--- config.mk ---
export PLATFORM = sky130hd
export DESIGN_NAME = pcileech_tlp_dw_packer_flat
export DESIGN_NICKNAME = d
export VERILOG_FILES = /design/src/rtl/pcileech_tlp_pkg.sv /design/src/rtl/pcileech_tlp_dw_packer_if.sv /design/src/rtl/pcileech_sync_fifo.sv /design/src/rtl/pcileech_tlp_dw_packer.sv /design/src/flat_wrapper.sv
export SDC_FILE = /design/constraint.sdc
export NUM_CORES = 1
export LEC_CHECK = 0
export ABC_CLOCK_PERIOD_IN_PS = 12870
export CAP_MARGIN = 30
export CORE_AREA = 2 2 364 366
export DETAILED_ROUTE_END_ITERATION = 7
export DIE_AREA = 0 0 366 368
export PLACE_DENSITY = 0.61
export SETUP_SLACK_MARGIN = 0.4
export SYNTH_ARGS = -nofsm -noshare
export SYNTH_HDL_FRONTEND = slang
export SYNTH_HIERARCHICAL = 1
export SYNTH_SLANG_ARGS = --single-unit
--- constraint.sdc ---
create_clock -name clk -period 12.87 [get_ports clk]
set_input_delay 1.9305 -clock clk [delete_from_list [all_inputs] [get_ports clk]]
set_output_delay 1.9305 -clock clk [all_outputs]
set_load 0.01 [all_outputs]
--- src/rtl/pcileech_tlp_pkg.sv ---
// Shared constants, packer state type and tkeep helper for the TLP DWORD packer.
package pcileech_tlp_pkg;
  localparam int DW_W            = 32;
  localparam int MAX_TLP_DW_DFLT = 1028;

  typedef enum logic {PACK = 1'b0, DROP = 1'b1} pk_state_e;

  // Byte enables for the first nlanes DWORD lanes; callers trim to their beat width.
  function automatic logic [15:0] keep_mask(input int unsigned nlanes);
    keep_mask = '0;
    for (int unsigned i = 0; i < 4; i++)
      if (i < nlanes) keep_mask[i*4 +: 4] = 4'hF;
  endfunction
endpackage

--- src/rtl/pcileech_tlp_dw_packer_if.sv ---
// DWORD input stream and packed AXI-stream output of the TLP packer.
// slave = packer side, master = upstream source / downstream sink side.
interface pcileech_tlp_dw_packer_if
  import pcileech_tlp_pkg::*;
#(
  parameter int DW_PER_BEAT = 2
);
  logic [DW_W-1:0]               in_data;
  logic                          in_last;
  logic                          in_valid;
  logic                          in_ready;
  logic [DW_W*DW_PER_BEAT-1:0]   out_tdata;
  logic [4*DW_PER_BEAT-1:0]      out_tkeep;
  logic                          out_tlast;
  logic                          out_tvalid;
  logic                          out_tready;

  modport slave (
    input  in_data, in_last, in_valid, out_tready,
    output in_ready, out_tdata, out_tkeep, out_tlast, out_tvalid
  );
  modport master (
    output in_data, in_last, in_valid, out_tready,
    input  in_ready, out_tdata, out_tkeep, out_tlast, out_tvalid
  );
endinterface

--- src/rtl/pcileech_sync_fifo.sv ---
// First-word-fall-through synchronous FIFO with occupancy output.
// Writer must not push while level==DEPTH; read data is zero while empty.
module pcileech_sync_fifo #(
  parameter int WIDTH = 8,
  parameter int DEPTH = 16
) (
  input  logic                   clk,
  input  logic                   rst,
  input  logic                   wr_en,
  input  logic [WIDTH-1:0]       wr_data,
  input  logic                   rd_en,
  output logic [WIDTH-1:0]       rd_data,
  output logic                   empty,
  output logic [$clog2(DEPTH):0] level
);
  localparam int AW = $clog2(DEPTH);

  logic [WIDTH-1:0] mem [DEPTH];
  logic [AW-1:0]    wptr, rptr;
  logic             do_rd;

  assign empty   = (level == '0);
  assign do_rd   = rd_en & ~empty;
  assign rd_data = empty ? '0 : mem[rptr];

  // pointers wrap naturally at DEPTH (power of two); level tracks push/pop
  always_ff @(posedge clk or negedge rst) begin
    if (!rst) begin
      wptr  <= '0;
      rptr  <= '0;
      level <= '0;
    end else begin
      if (wr_en) wptr <= wptr + AW'(1);
      if (do_rd) rptr <= rptr + AW'(1);
      case ({wr_en, do_rd})
        2'b10:   level <= level + (AW+1)'(1);
        2'b01:   level <= level - (AW+1)'(1);
        default: level <= level;
      endcase
    end
  end

  // storage array, no reset needed: reads are masked while empty
  always_ff @(posedge clk) begin
    if (wr_en) mem[wptr] <= wr_data;
  end
endmodule

--- src/rtl/pcileech_tlp_dw_packer.sv ---
// Packs a 32-bit DWORD TLP stream into DW_PER_BEAT-wide AXI-stream beats.
// Optional length guard: define PCILEECH_TLP_LEN_CHECK_EN to truncate TLPs
// longer than MAX_TLP_DW and drop the remainder of the oversized TLP.
module pcileech_tlp_dw_packer
  import pcileech_tlp_pkg::*;
#(
  parameter int DW_PER_BEAT = 2,
  parameter int DEPTH       = 16,
  parameter int MAX_TLP_DW  = MAX_TLP_DW_DFLT
) (
  input  logic                    clk,
  input  logic                    rst,
  pcileech_tlp_dw_packer_if.slave bus,
  output logic [$clog2(DEPTH):0]  level,
  output logic [15:0]             stat_tlp_count,
  output logic [15:0]             stat_trunc_count
);
  localparam int LW  = $clog2(DW_PER_BEAT);
  localparam int DBW = DW_W * DW_PER_BEAT;
  localparam int KBW = 4 * DW_PER_BEAT;
  localparam int FW  = DBW + KBW + 1;
  localparam int LVW = $clog2(DEPTH) + 1;

  if (!(DW_PER_BEAT == 2 || DW_PER_BEAT == 4) || DEPTH < 4 ||
      (DEPTH & (DEPTH - 1)) != 0 || MAX_TLP_DW < 1) begin : g_bad_cfg
    $error("pcileech_tlp_dw_packer: illegal parameter set");
  end

  logic                             rdy_en, full, accept, pop;
  logic                             drop, trunc, eff_last, complete, push_now;
  logic                             push_q, fifo_empty;
  logic [LW-1:0]                    lane;
  logic [DW_PER_BEAT-1:0][DW_W-1:0] hold, beat_data;
  logic [KBW-1:0]                   beat_keep;
  logic [FW-1:0]                    beat_q, fifo_out;
  logic [LVW-1:0]                   fifo_level;

  // level counts the beat in the staging register, so full already covers it
  assign full         = (level == LVW'(DEPTH));
  assign bus.in_ready = rdy_en & (~full | drop);
  assign accept       = bus.in_valid & bus.in_ready;
  assign eff_last     = bus.in_last | trunc;
  assign complete     = (lane == LW'(DW_PER_BEAT - 1)) | eff_last;
  assign push_now     = accept & ~drop & complete;

  // current DWORD lands in lane `lane`, earlier lanes come from hold, later ones stay zero
  for (genvar g = 0; g < DW_PER_BEAT; g++) begin : g_lane
    assign beat_data[g] = (LW'(g) == lane) ? bus.in_data :
                          (LW'(g) <  lane) ? hold[g] : '0;
  end
  assign beat_keep = KBW'(keep_mask(32'(lane) + 32'd1));

  // in_ready held low through reset and raised one cycle after release
  always_ff @(posedge clk or negedge rst) begin
    if (!rst) rdy_en <= 1'b0;
    else      rdy_en <= 1'b1;
  end

  // lane pointer and partial-beat holding lanes
  always_ff @(posedge clk or negedge rst) begin
    if (!rst) begin
      lane <= '0;
      hold <= '0;
    end else if (accept && !drop) begin
      hold[lane] <= bus.in_data;
      lane       <= complete ? '0 : lane + LW'(1);
    end
  end

  // one-cycle staging of completed beats ahead of the buffer
  always_ff @(posedge clk or negedge rst) begin
    if (!rst) begin
      push_q <= 1'b0;
      beat_q <= '0;
    end else begin
      push_q <= push_now;
      if (push_now) beat_q <= {eff_last, beat_keep, beat_data};
    end
  end

  pcileech_sync_fifo #(.WIDTH(FW), .DEPTH(DEPTH)) u_fifo (
    .clk     (clk),
    .rst     (rst),
    .wr_en   (push_q),
    .wr_data (beat_q),
    .rd_en   (pop),
    .rd_data (fifo_out),
    .empty   (fifo_empty),
    .level   (fifo_level)
  );

  assign bus.out_tvalid = ~fifo_empty;
  assign pop            = bus.out_tvalid & bus.out_tready;
  assign {bus.out_tlast, bus.out_tkeep, bus.out_tdata} = fifo_out;
  assign level          = fifo_level + LVW'(push_q);

  // count TLPs as their final beat leaves
  always_ff @(posedge clk or negedge rst) begin
    if (!rst)                     stat_tlp_count <= '0;
    else if (pop && bus.out_tlast) stat_tlp_count <= stat_tlp_count + 16'd1;
  end

`ifdef PCILEECH_TLP_LEN_CHECK_EN
  localparam int CW = $clog2(MAX_TLP_DW + 1);

  pk_state_e     state_q, state_d;
  logic [CW-1:0] dw_cnt;

  assign drop  = (state_q == DROP);
  // dw_cnt holds DWORDs already taken, so this DWORD is number MAX_TLP_DW
  assign trunc = ~drop & (dw_cnt == CW'(MAX_TLP_DW - 1)) & ~bus.in_last;

  // packer state register
  always_ff @(posedge clk or negedge rst) begin
    if (!rst) state_q <= PACK;
    else      state_q <= state_d;
  end

  // enter DROP on truncation, leave after the real last DWORD is swallowed
  always_comb begin
    state_d = state_q;
    case (state_q)
      PACK:    if (accept && trunc)       state_d = DROP;
      DROP:    if (accept && bus.in_last) state_d = PACK;
      default: state_d = PACK;
    endcase
  end

  // per-TLP DWORD counter and truncation statistic
  always_ff @(posedge clk or negedge rst) begin
    if (!rst) begin
      dw_cnt           <= '0;
      stat_trunc_count <= '0;
    end else begin
      if (accept && !drop) dw_cnt <= eff_last ? '0 : dw_cnt + CW'(1);
      if (accept && trunc) stat_trunc_count <= stat_trunc_count + 16'd1;
    end
  end
`else
  assign drop             = 1'b0;
  assign trunc            = 1'b0;
  assign stat_trunc_count = '0;
`endif
endmodule
--- src/flat_wrapper.sv ---
// flat-port wrapper written by rule: the top's interface ports become plain ports
module pcileech_tlp_dw_packer_flat import pcileech_tlp_pkg::*;
#(
  parameter int DW_PER_BEAT = 2,
  parameter int DEPTH       = 16,
  parameter int MAX_TLP_DW  = MAX_TLP_DW_DFLT
)
  (clk, rst, level, stat_tlp_count, stat_trunc_count, bus_in_data, bus_in_last, bus_in_valid, bus_out_tready, bus_in_ready, bus_out_tdata, bus_out_tkeep, bus_out_tlast, bus_out_tvalid);
  pcileech_tlp_dw_packer_if #(.DW_PER_BEAT(DW_PER_BEAT)) bus_i ();
  input  logic clk;
  input  logic rst;
  output logic [$clog2(DEPTH):0] level;
  output logic [15:0] stat_tlp_count;
  output logic [15:0] stat_trunc_count;
  input wire logic [$bits(bus_i.in_data)-1:0] bus_in_data;
  input wire logic [$bits(bus_i.in_last)-1:0] bus_in_last;
  input wire logic [$bits(bus_i.in_valid)-1:0] bus_in_valid;
  input wire logic [$bits(bus_i.out_tready)-1:0] bus_out_tready;
  output wire logic [$bits(bus_i.in_ready)-1:0] bus_in_ready;
  output wire logic [$bits(bus_i.out_tdata)-1:0] bus_out_tdata;
  output wire logic [$bits(bus_i.out_tkeep)-1:0] bus_out_tkeep;
  output wire logic [$bits(bus_i.out_tlast)-1:0] bus_out_tlast;
  output wire logic [$bits(bus_i.out_tvalid)-1:0] bus_out_tvalid;
  assign bus_i.in_data = bus_in_data;
  assign bus_i.in_last = bus_in_last;
  assign bus_i.in_valid = bus_in_valid;
  assign bus_i.out_tready = bus_out_tready;
  assign bus_in_ready = bus_i.in_ready;
  assign bus_out_tdata = bus_i.out_tdata;
  assign bus_out_tkeep = bus_i.out_tkeep;
  assign bus_out_tlast = bus_i.out_tlast;
  assign bus_out_tvalid = bus_i.out_tvalid;
  pcileech_tlp_dw_packer #(.DW_PER_BEAT(DW_PER_BEAT), .DEPTH(DEPTH), .MAX_TLP_DW(MAX_TLP_DW)) u_core (.clk(clk), .rst(rst), .bus(bus_i), .level(level), .stat_tlp_count(stat_tlp_count), .stat_trunc_count(stat_trunc_count));
endmodule
==> flow_summary_export.csv <==
group,metric,value,unit
yosys,yosys-top-cells-area,"edfxtp_1 (69%), mux4_2 (9.2%), dfrtp_1 (6.5%)",
yosys,synth_enable_flop_cells,1168,
floorplanning,die_x,366,µm
yosys,yosys.cell_types.count,55,
timing,finalCritPeriodShare,53.8,%
yosys,synthArstFlopShare,10.1,%
placement,gp_congestion,0.736,
critical_path,critPathMaxFanout,167,
timing,finalCriticalPeriod,6.93,ns
floorplanning,core-area,131000,µm²
cts,cts_hold_buffers,0,
timing,max_freq,144,MHz
finish,layout_commonest_cell,"edfxtp_1",
finish,drive_gt1_share,26.6,%
cts,clockBufferDepth,3,
finish,nets,2672,
yosys,yosysTopAreaCellShare,69.1,%
yosys,synth_warnings,6,
placement,port-buffer-count,132,
floorplanning,ios,149,
min_path,min_path_type,"reg2reg",
critical_path,required,10.94,ns
timing,drv_slew,0,
critical_path,crit_path_end_kind,"output port",
yosys,syn_area_per_cell,20.6,µm²
power_and_ir_drop,cellPowerDensity,232,nW/µm²
timing,setup_viol,0,
timing,grt_setup_unrepaired,"no",
finish,diodes,0,
route,ant_nets,0,
power_and_ir_drop,irDropWorstVdd,0.000191,V
global_route,antenna_found_initial,2,
cts,cts_num_sinks,1299,
route,drc,0,
timing,fin_setup_tns,0,ns
placement,place_hpwl,65000,µm
floorplanning,rows,133,
timing,worstMarginPinSlew,1.21,ns
cts,ctsResizeCount,0,
cts,postCtsSetupRepairBufs,0,
yosys,syn_area,50700,µm²
critical_path,critPathArrivalTime,5.00,ns
critical_path,critPathKind,"reg2out",
cts,cts_tree,"built",
global_route,gr-total-overflow,0,
finish,fin_util,44.5,%
global_route,track_usage,18.2,%
global_route,grt_pass1_wl,179000,µm
yosys,ys_seq_area_share,75.6,%
cts,htree_levels,4,
route,wl_per_cell,27.5,µm
route,vias_per_cell,5.57,
floorplanning,die_area,135000,µm²
cts,cts_root_buf,"clkbuf_16",
route,first_pass_iters,5,
yosys,synth_top_area_cell,"edfxtp_1",
finish,areaGrowthSynthToFinish,14.8,%
yosys,synth-seq-cells,1299,
power_and_ir_drop,p_leak,19.0,nW
finish,layout_common_cells,"edfxtp_1 (1168), mux2_2 (216), mux4_2 (208)",
floorplanning,initial_core_util,38.8,%
cts,clk_latency,0.75,ns
global_route,grt_max_degree,168,
timing,final-hold-violation-count,0,
job,maxCapViolations,0,
critical_path,cp-start-kind,"register",
yosys,syn_inst,2462,
status,status,"finished clean",
timing,skew,0.0198,ns
route,dr.first_iter.drc_count,2377,
yosys,synth-main-ff-cell,"edfxtp_1",
timing,max_slew_margin,19.2,%
route,finalWirelength,123000,µm
route,vias,24984,
finish,finalNonFillerCells,4486,
placement,place_inst,4242,
floorplanning,die_h,368,µm
cts,cts.clk_slew.worst_paths,0.06,ns
cts,cts_made_buffers,134,
global_route,grt_pass1_vias,25887,
[routing by layer]
metal | vias up | global-route usage (%) | routed length [µm]
li1 | 10400 | - | -
met1 | 13600 | 24.4 | 51900
met2 | 807 | 30.6 | 61600
met3 | 175 | 3.03 | 6810
met4 | 2 | 5.33 | 2850
met5 | - | 0 | 13
[area by class of cell]
| class | count | area, µm² |
|---|---|---|
| fillers | 11065 | 72500 |
| flip-flops and latches | 1299 | 38400 |
| multi-input cells | 1004 | 11600 |
| clock buffers | 178 | 3650 |
| well taps | 1755 | 2200 |
| repair buffers | 171 | 1690 |
| clock inverters | 66 | 738 |
| inverters | 13 | 48.8 |
[final timing paths]
kind / from / end / slack [ns] / cells past startpoint
setup / recovery: u_core/u_fifo/rptr[1] / bus_out_tdata[55] / 5.94 / 6
hold / removal: u_core/beat_q[67] / u_core/beat_q[67] / 0.47 / 1
setup reg to reg: u_core/u_fifo/level[2] / u_core/u_fifo/level[4] / 7.57 / 14
hold reg to reg: u_core/beat_q[67] / u_core/beat_q[67] / 0.47 / 1
max in group asynchronous: rst / u_core/u_fifo/rptr[1] / 10.12 / 2
min in group asynchronous: rst / u_core/stat_tlp_count[11] / 1.20 / 1
[per-stage QoR]
stage / power [mW] / setup slack (ns) / area (µm²) / hold WS, ns
2_1_floorplan: 8.23 / 6.60 / 50800 / 0.480
3_3_place_gp: 9.70 / 6.46 / 53800 / 0.452
3_5_place_dp: 9.81 / 6.39 / 53900 / 0.458
4_1_cts: 13.7 / 5.59 / 58300 / 0.473
5_1_grt: 14.1 / 5.56 / 58300 / 0.497
6_report: 13.5 / 5.94 / 58300 / 0.473
[state kept, by name, summed over array words and instances (netlist names)]
signal,count
u_core/u_fifo/wptr,4
u_core/push_q,1
u_core/u_fifo/mem,1168
u_core/hold,32
u_core/lane,1
u_core/u_fifo/level,5
u_core/beat_q,67
u_core/u_fifo/rptr,4
u_core/rdy_en,1
u_core/stat_tlp_count,16
[report_power, final]
| group | internal [mW] | total, mW | switching (mW) |
|---|---|---|---|
| registers | 5.32 | 5.85 | 0.534 |
| clock network | 2.22 | 3.83 | 1.61 |
| logic | 1.87 | 3.80 | 1.94 |
[synthesized netlist by cell type, drive strengths merged, types with 3 or more instances]
cell type,number
xor2,8
o22ai,92
and4,3
o211a,43
nand2b,6
and3,6
a221o,12
mux2,246
xnor2,20
nand2,17
ha,12
buf,111
edfxtp,1168
nor3,18
a31oi,3
inv,13
dfrtp,131
nor2,39
o21ai,59
a21oi,34
a22oi,11
a22o,32
clkbuf,50
mux4,208
mux2i,70
and2,13
nand4,5
nand3,11
[cell families after synthesis]
group / after synthesis / share of synthesized area (%)
AND/OR/NAND/NOR: 130 / 1.33
adder cells (fa/ha/maj): 12 / 0.296
buffers and inverters: 174 / 1.92
AO/OA/AOI/OAI: 293 / 4.04
flip-flops: 1299 / 75.6
other: 2 / 0.0148
multiplexers: 524 / 16.3
XOR/XNOR: 28 / 0.498
[critical path, stage by stage (launching register included)]
cell and delay, ns:
dfrtp_4 0.82, buf_12 0.63, buf_12 0.77, mux4_2 0.38, mux2i_1 0.09, o21ai_0 0.62, clkdlybuf4s50_1 0.68
No activity file was read; power rests on OpenSTA's default activity.
